==> config.mk <==
export PLATFORM = sky130hd
export DESIGN_NAME = rtc_calendar_counter
export DESIGN_NICKNAME = d
export VERILOG_FILES = /design/src/rtl/rtc_calendar_counter.sv
export SDC_FILE = /design/constraint.sdc
export NUM_CORES = 1
export LEC_CHECK = 0
export ABC_AREA = 1
export ABC_CLOCK_PERIOD_IN_PS = 2570
export CAP_MARGIN = 25
export CORE_UTILIZATION = 45
export DETAILED_ROUTE_END_ITERATION = 12
export PLACE_DENSITY = 0.77
export SLEW_MARGIN = 0
export SYNTH_ARGS = -nofsm -noshare
export SYNTH_HDL_FRONTEND = slang
export SYNTH_SLANG_ARGS = --single-unit
==> constraint.sdc <==
create_clock -name clk_in -period 2.57 [get_ports clk_in]
set_clock_uncertainty 0.2 [all_clocks]
set_input_delay 0.514 -clock clk_in [delete_from_list [all_inputs] [get_ports clk_in]]
set_output_delay 0.514 -clock clk_in [all_outputs]
set_load 0.01 [all_outputs]
==> src/rtl/rtc_calendar_counter.sv <==
// Calendar clock for 2000-2099. Each level change of sec_toggle advances one second.
// The block also handles a validated synchronous load and emits second, day and century carry pulses.
module rtc_calendar_counter #(
    parameter int unsigned RESET_DAY   = 1,
    parameter int unsigned RESET_MONTH = 1,
    parameter int unsigned RESET_YEAR  = 0
) (
    input  logic       clk_in,
    input  logic       rst_n,
    input  logic       sec_toggle,
    input  logic       set_en,
    input  logic [5:0] set_sec,
    input  logic [5:0] set_min,
    input  logic [4:0] set_hour,
    input  logic [4:0] set_day,
    input  logic [3:0] set_month,
    input  logic [6:0] set_year,
    output logic [5:0] sec,
    output logic [5:0] min,
    output logic [4:0] hour,
    output logic [4:0] day,
    output logic [3:0] month,
    output logic [6:0] year,
    output logic       sec_pulse,
    output logic       day_pulse,
    output logic       century_pulse,
    output logic       set_err
);

    localparam logic [4:0] RST_DAY   = 5'(RESET_DAY);
    localparam logic [3:0] RST_MONTH = 4'(RESET_MONTH);
    localparam logic [6:0] RST_YEAR  = 7'(RESET_YEAR);

    // The divisible-by-4 leap rule is exact across 2000-2099 because 2000 is a leap year.
    function automatic logic [4:0] days_in_month(input logic [3:0] m, input logic [6:0] y);
        case (m)
            4'd4, 4'd6, 4'd9, 4'd11: return 5'd30;
            4'd2:                    return (y[1:0] == 2'b00) ? 5'd29 : 5'd28;
            default:                 return 5'd31;
        endcase
    endfunction

    logic       toggle_q;
    logic       armed;
    logic       tick;

    logic       c_min, c_hour, c_day, c_month, c_year, c_century;
    logic [5:0] nx_sec, nx_min;
    logic [4:0] nx_hour, nx_day;
    logic [3:0] nx_month;
    logic [6:0] nx_year;
    logic [4:0] dim_cur;
    logic [4:0] dim_set;
    logic       set_valid;

    // A level already present at reset release must not count, hence the armed gate.
    assign tick = armed & (sec_toggle ^ toggle_q);

    assign dim_cur = days_in_month(month, year);
    assign dim_set = days_in_month(set_month, set_year);

    assign set_valid = (set_sec <= 6'd59) && (set_min <= 6'd59) && (set_hour <= 5'd23)
                    && (set_month >= 4'd1) && (set_month <= 4'd12) && (set_year <= 7'd99)
                    && (set_day >= 5'd1) && (set_day <= dim_set);

    assign c_min     = (sec == 6'd59);
    assign c_hour    = c_min & (min == 6'd59);
    assign c_day     = c_hour & (hour == 5'd23);
    assign c_month   = c_day & (day >= dim_cur);
    assign c_year    = c_month & (month == 4'd12);
    assign c_century = c_year & (year == 7'd99);

    always_comb begin
        nx_sec   = c_min ? 6'd0 : sec + 6'd1;
        nx_min   = min;
        nx_hour  = hour;
        nx_day   = day;
        nx_month = month;
        nx_year  = year;
        if (c_min)     nx_min   = c_hour ? 6'd0 : min + 6'd1;
        if (c_hour)    nx_hour  = c_day ? 5'd0 : hour + 5'd1;
        if (c_day)     nx_day   = c_month ? 5'd1 : day + 5'd1;
        if (c_month)   nx_month = c_year ? 4'd1 : month + 4'd1;
        if (c_year)    nx_year  = c_century ? 7'd0 : year + 7'd1;
    end

    always_ff @(posedge clk_in or negedge rst_n) begin
        if (!rst_n) begin
            toggle_q      <= 1'b0;
            armed         <= 1'b0;
            sec           <= '0;
            min           <= '0;
            hour          <= '0;
            day           <= RST_DAY;
            month         <= RST_MONTH;
            year          <= RST_YEAR;
            sec_pulse     <= 1'b0;
            day_pulse     <= 1'b0;
            century_pulse <= 1'b0;
            set_err       <= 1'b0;
        end else begin
            toggle_q      <= sec_toggle;
            armed         <= 1'b1;
            sec_pulse     <= 1'b0;
            day_pulse     <= 1'b0;
            century_pulse <= 1'b0;
            set_err       <= 1'b0;
            // A load wins over a coincident tick; that tick is dropped even when the load is rejected.
            if (set_en) begin
                if (set_valid) begin
                    sec   <= set_sec;
                    min   <= set_min;
                    hour  <= set_hour;
                    day   <= set_day;
                    month <= set_month;
                    year  <= set_year;
                end else begin
                    set_err <= 1'b1;
                end
            end else if (tick) begin
                sec           <= nx_sec;
                min           <= nx_min;
                hour          <= nx_hour;
                day           <= nx_day;
                month         <= nx_month;
                year          <= nx_year;
                sec_pulse     <= 1'b1;
                day_pulse     <= c_day;
                century_pulse <= c_century;
            end
        end
    end

endmodule

==> impl_metrics.json <==
{
  "start_kind": "register",
  "cts_buffer_depth": 2,
  "wl_met1_um": 3740,
  "synth_seq_cells": 39,
  "numCtsBuffers": 5,
  "antenna_cells": 0,
  "rsz0062_at_grt": "true",
  "crit_top_cell": "nand2_1",
  "drcViolationCount": 0,
  "path_cells": "inv_2, ha_4, o21ai_2, a22oi_2, a21oi_2, ha_1, o21ai_1, nand2_1, nand2_2, nor2_8, buf_4, a21oi_4, nor2_4, nand2_1, nand2_1",
  "run_status": "finished clean",
  "die-area_mm2": 0.00675,
  "synth-seq-area-share": 0.338,
  "powerDensity_mw_per_mm2": 676,
  "wl_met3_um": 364,
  "core_mm2": 0.00606,
  "max-slew-margin-rel": 0.394,
  "clkSinkCount": 39,
  "grt_pass1_wl_um": 13200,
  "ff2ff_path_depth": 15,
  "dp_hpwl_um": 6100,
  "area_delta_synth_final_pct": 44.2,
  "final_antenna_net_count": 0,
  "finalCritPeriodShare": 0.989,
  "grt_usage": 0.257,
  "grt_antenna_before_repair": 0,
  "wire_per_inst_um": 13.8,
  "rr_endpoint": "year[2]",
  "drt_iter0_markers": 200,
  "cp_num_buf_inv": 2,
  "synth.most_common_cell": "nand2_1",
  "num_rows": 28,
  "cts_tree": "done",
  "path_clk_slew_ns": 0.08,
  "syn_inst": 422,
  "peakVddDrop_mv": 0.418,
  "synth_area_mm2": 0.00289,
  "start_util": 0.477,
  "worstSetupPathType": "reg2reg",
  "slew_viol_final": 0,
  "synth-edff-count": 0,
  "dr.pass1.iters": 4,
  "yosys-top-cells-count": "nand2_1 (186), dfrtp_1 (37), inv_1 (35), nand3_1 (31), nor2_1 (27)",
  "max_stage_delay_ns": 0.56,
  "worstPathMaxFanout": 4,
  "worst_pin_slew_ns": 0.909,
  "synth.area.top_cells": "dfrtp_1 (32%), nand2_1 (24%), ha_1 (6.1%)",
  "max_freq_mhz": 394,
  "r2r_slack_ns": 0.03,
  "setup_tns_ns": 0,
  "critPathTopFamily": "compound AO/OA/AOI/OAI gates",
  "maxCapViolCount": 0,
  "die_w_um": 82.2,
  "setup_viol_count_final": 0,
  "synth.distinct_cells": 34,
  "cts_root_buf": "clkbuf_8",
  "min_period_ns": 2.54,
  "drive_above_1_share": 0.179,
  "end_kind": "register",
  "hold_viol": 0,
  "power_uw": 2820,
  "place.gp.congestion": 0.848,
  "top_layer": "met4",
  "num_vias": 3107,
  "vias_per_cell": 5.13,
  "r2r_start": "month[0]",
  "nets": 581,
  "arrival_ns": 2.54,
  "h-tree-depth": 2,
  "grt_pass1_vias": 2901,
  "io_buffer_count": 73,
  "syn-num-nets": 473,
  "wl_um": 8360,
  "grt_max_degree": 40,
  "yosysTopAreaCell": "dfrtp_1",
  "die_h_um": 82.2,
  "async_flop_share": 1.00,
  "avgSynthCellArea_um2": 6.85,
  "overflow": 0,
  "crit_slowest_cell": "dfstp_2",
  "pin_count": 74,
  "ys.flop_type": "dfrtp_1",
  "hp-class": "in2async",
  "synth_top_area_frac": 0.320,
  "hold_buffers": 0,
  "clk_latency_ns": 0.30,
  "power.leakage_uw": 0.00215,
  "wl_met2_um": 4120,
  "required_ns": 2.57,
  "yosys_warnings": 0
}
[worst max-delay path by stage]
stage	start	endpoint	cells after the start
after floorplan	month[0]	month[2]	15
after global placement	set_month[1]	day[1]	17
after detailed placement	set_month[1]	hour[0]	15
after CTS	month[0]	month[3]	15
after global routing	month[0]	day[4]	15
final	month[0]	year[2]	15
[where the power goes]
part / internal, uW / leakage, uW / switching (uW)
Combinational: 719 / 0.00162 / 663
Clock: 190 / 0.0000412 / 237
Sequential: 780 / 0.000488 / 232
[cell usage in the layout, fill, tap and decap left out, types with 7 or more instances in the layout]
master,netlist,layout
buf_4,0,30
clkdlybuf4s50_1,0,66
dfrtp_1,37,36
ha_1,14,10
inv_1,35,32
nand2_1,186,176
nand2_2,1,8
nand2_4,4,8
nand3_1,31,31
nor2_1,27,27
o21ai_0,23,19
xnor2_1,7,7
xor2_1,10,10
[cell type report]
| cell class | count | area [um^2] |
|---|---|---|
| fillers | 528 | 1890 |
| clock inverters | 2 | 12.5 |
| inverters | 37 | 139 |
| multi-input cells | 338 | 1870 |
| repair buffers | 109 | 1000 |
| clock buffers | 6 | 72.6 |
| well taps | 75 | 93.8 |
| flip-flops and latches | 39 | 980 |
[cell families after synthesis]
kind of cell / synth area share
buf+inv: 0.0675
xor+xnor: 0.0515
compound gates: 0.0692
fa+ha+maj: 0.0606
simple gates: 0.412
other cells: 0.00130
flops: 0.338
[per-stage QoR]
stage / hold WS (ns) / instance area [um^2] / cells / setup WS, ns / util
after global routing: 0.214 / 4170 / 606 / -0.0913 / 0.688
final: 0.142 / 4170 / 606 / 0.0290 / 0.688
after global placement: 0.299 / 3870 / 589 / -0.502 / 0.638
after CTS: 0.179 / 4020 / 601 / 0.00485 / 0.664
after floorplan: 0.0184 / 2890 / 422 / 0.0489 / -
after detailed placement: 0.305 / 3870 / 589 / -0.625 / 0.638
[layer usage]
| layer | GRT usage | vias to the layer above |
|---|---|---|
| met1 | 0.328 | 1470 |
| met5 | 0 | - |
| met2 | 0.436 | 82 |
| li1 | - | 1540 |
| met3 | 0.0418 | 15 |
| met4 | 0.0912 | 0 |
[repair_timing]
item,in CTS,in global routing
hold endpoints to repair,0,0
pin swaps,13,24
setup buffers,3,4
gates cloned,1,1
resized for setup,19,37
setup endpoints to repair,34,33
[flip-flops by register name, summed over array words and instances (netlist names)]
signal,count
armed,1
century_pulse,1
day,5
day_pulse,1
hour,5
min,6
month,4
sec,6
sec_pulse,1
set_err,1
toggle_q,1
year,7
Note: power is estimated with default switching activity, not from simulation.
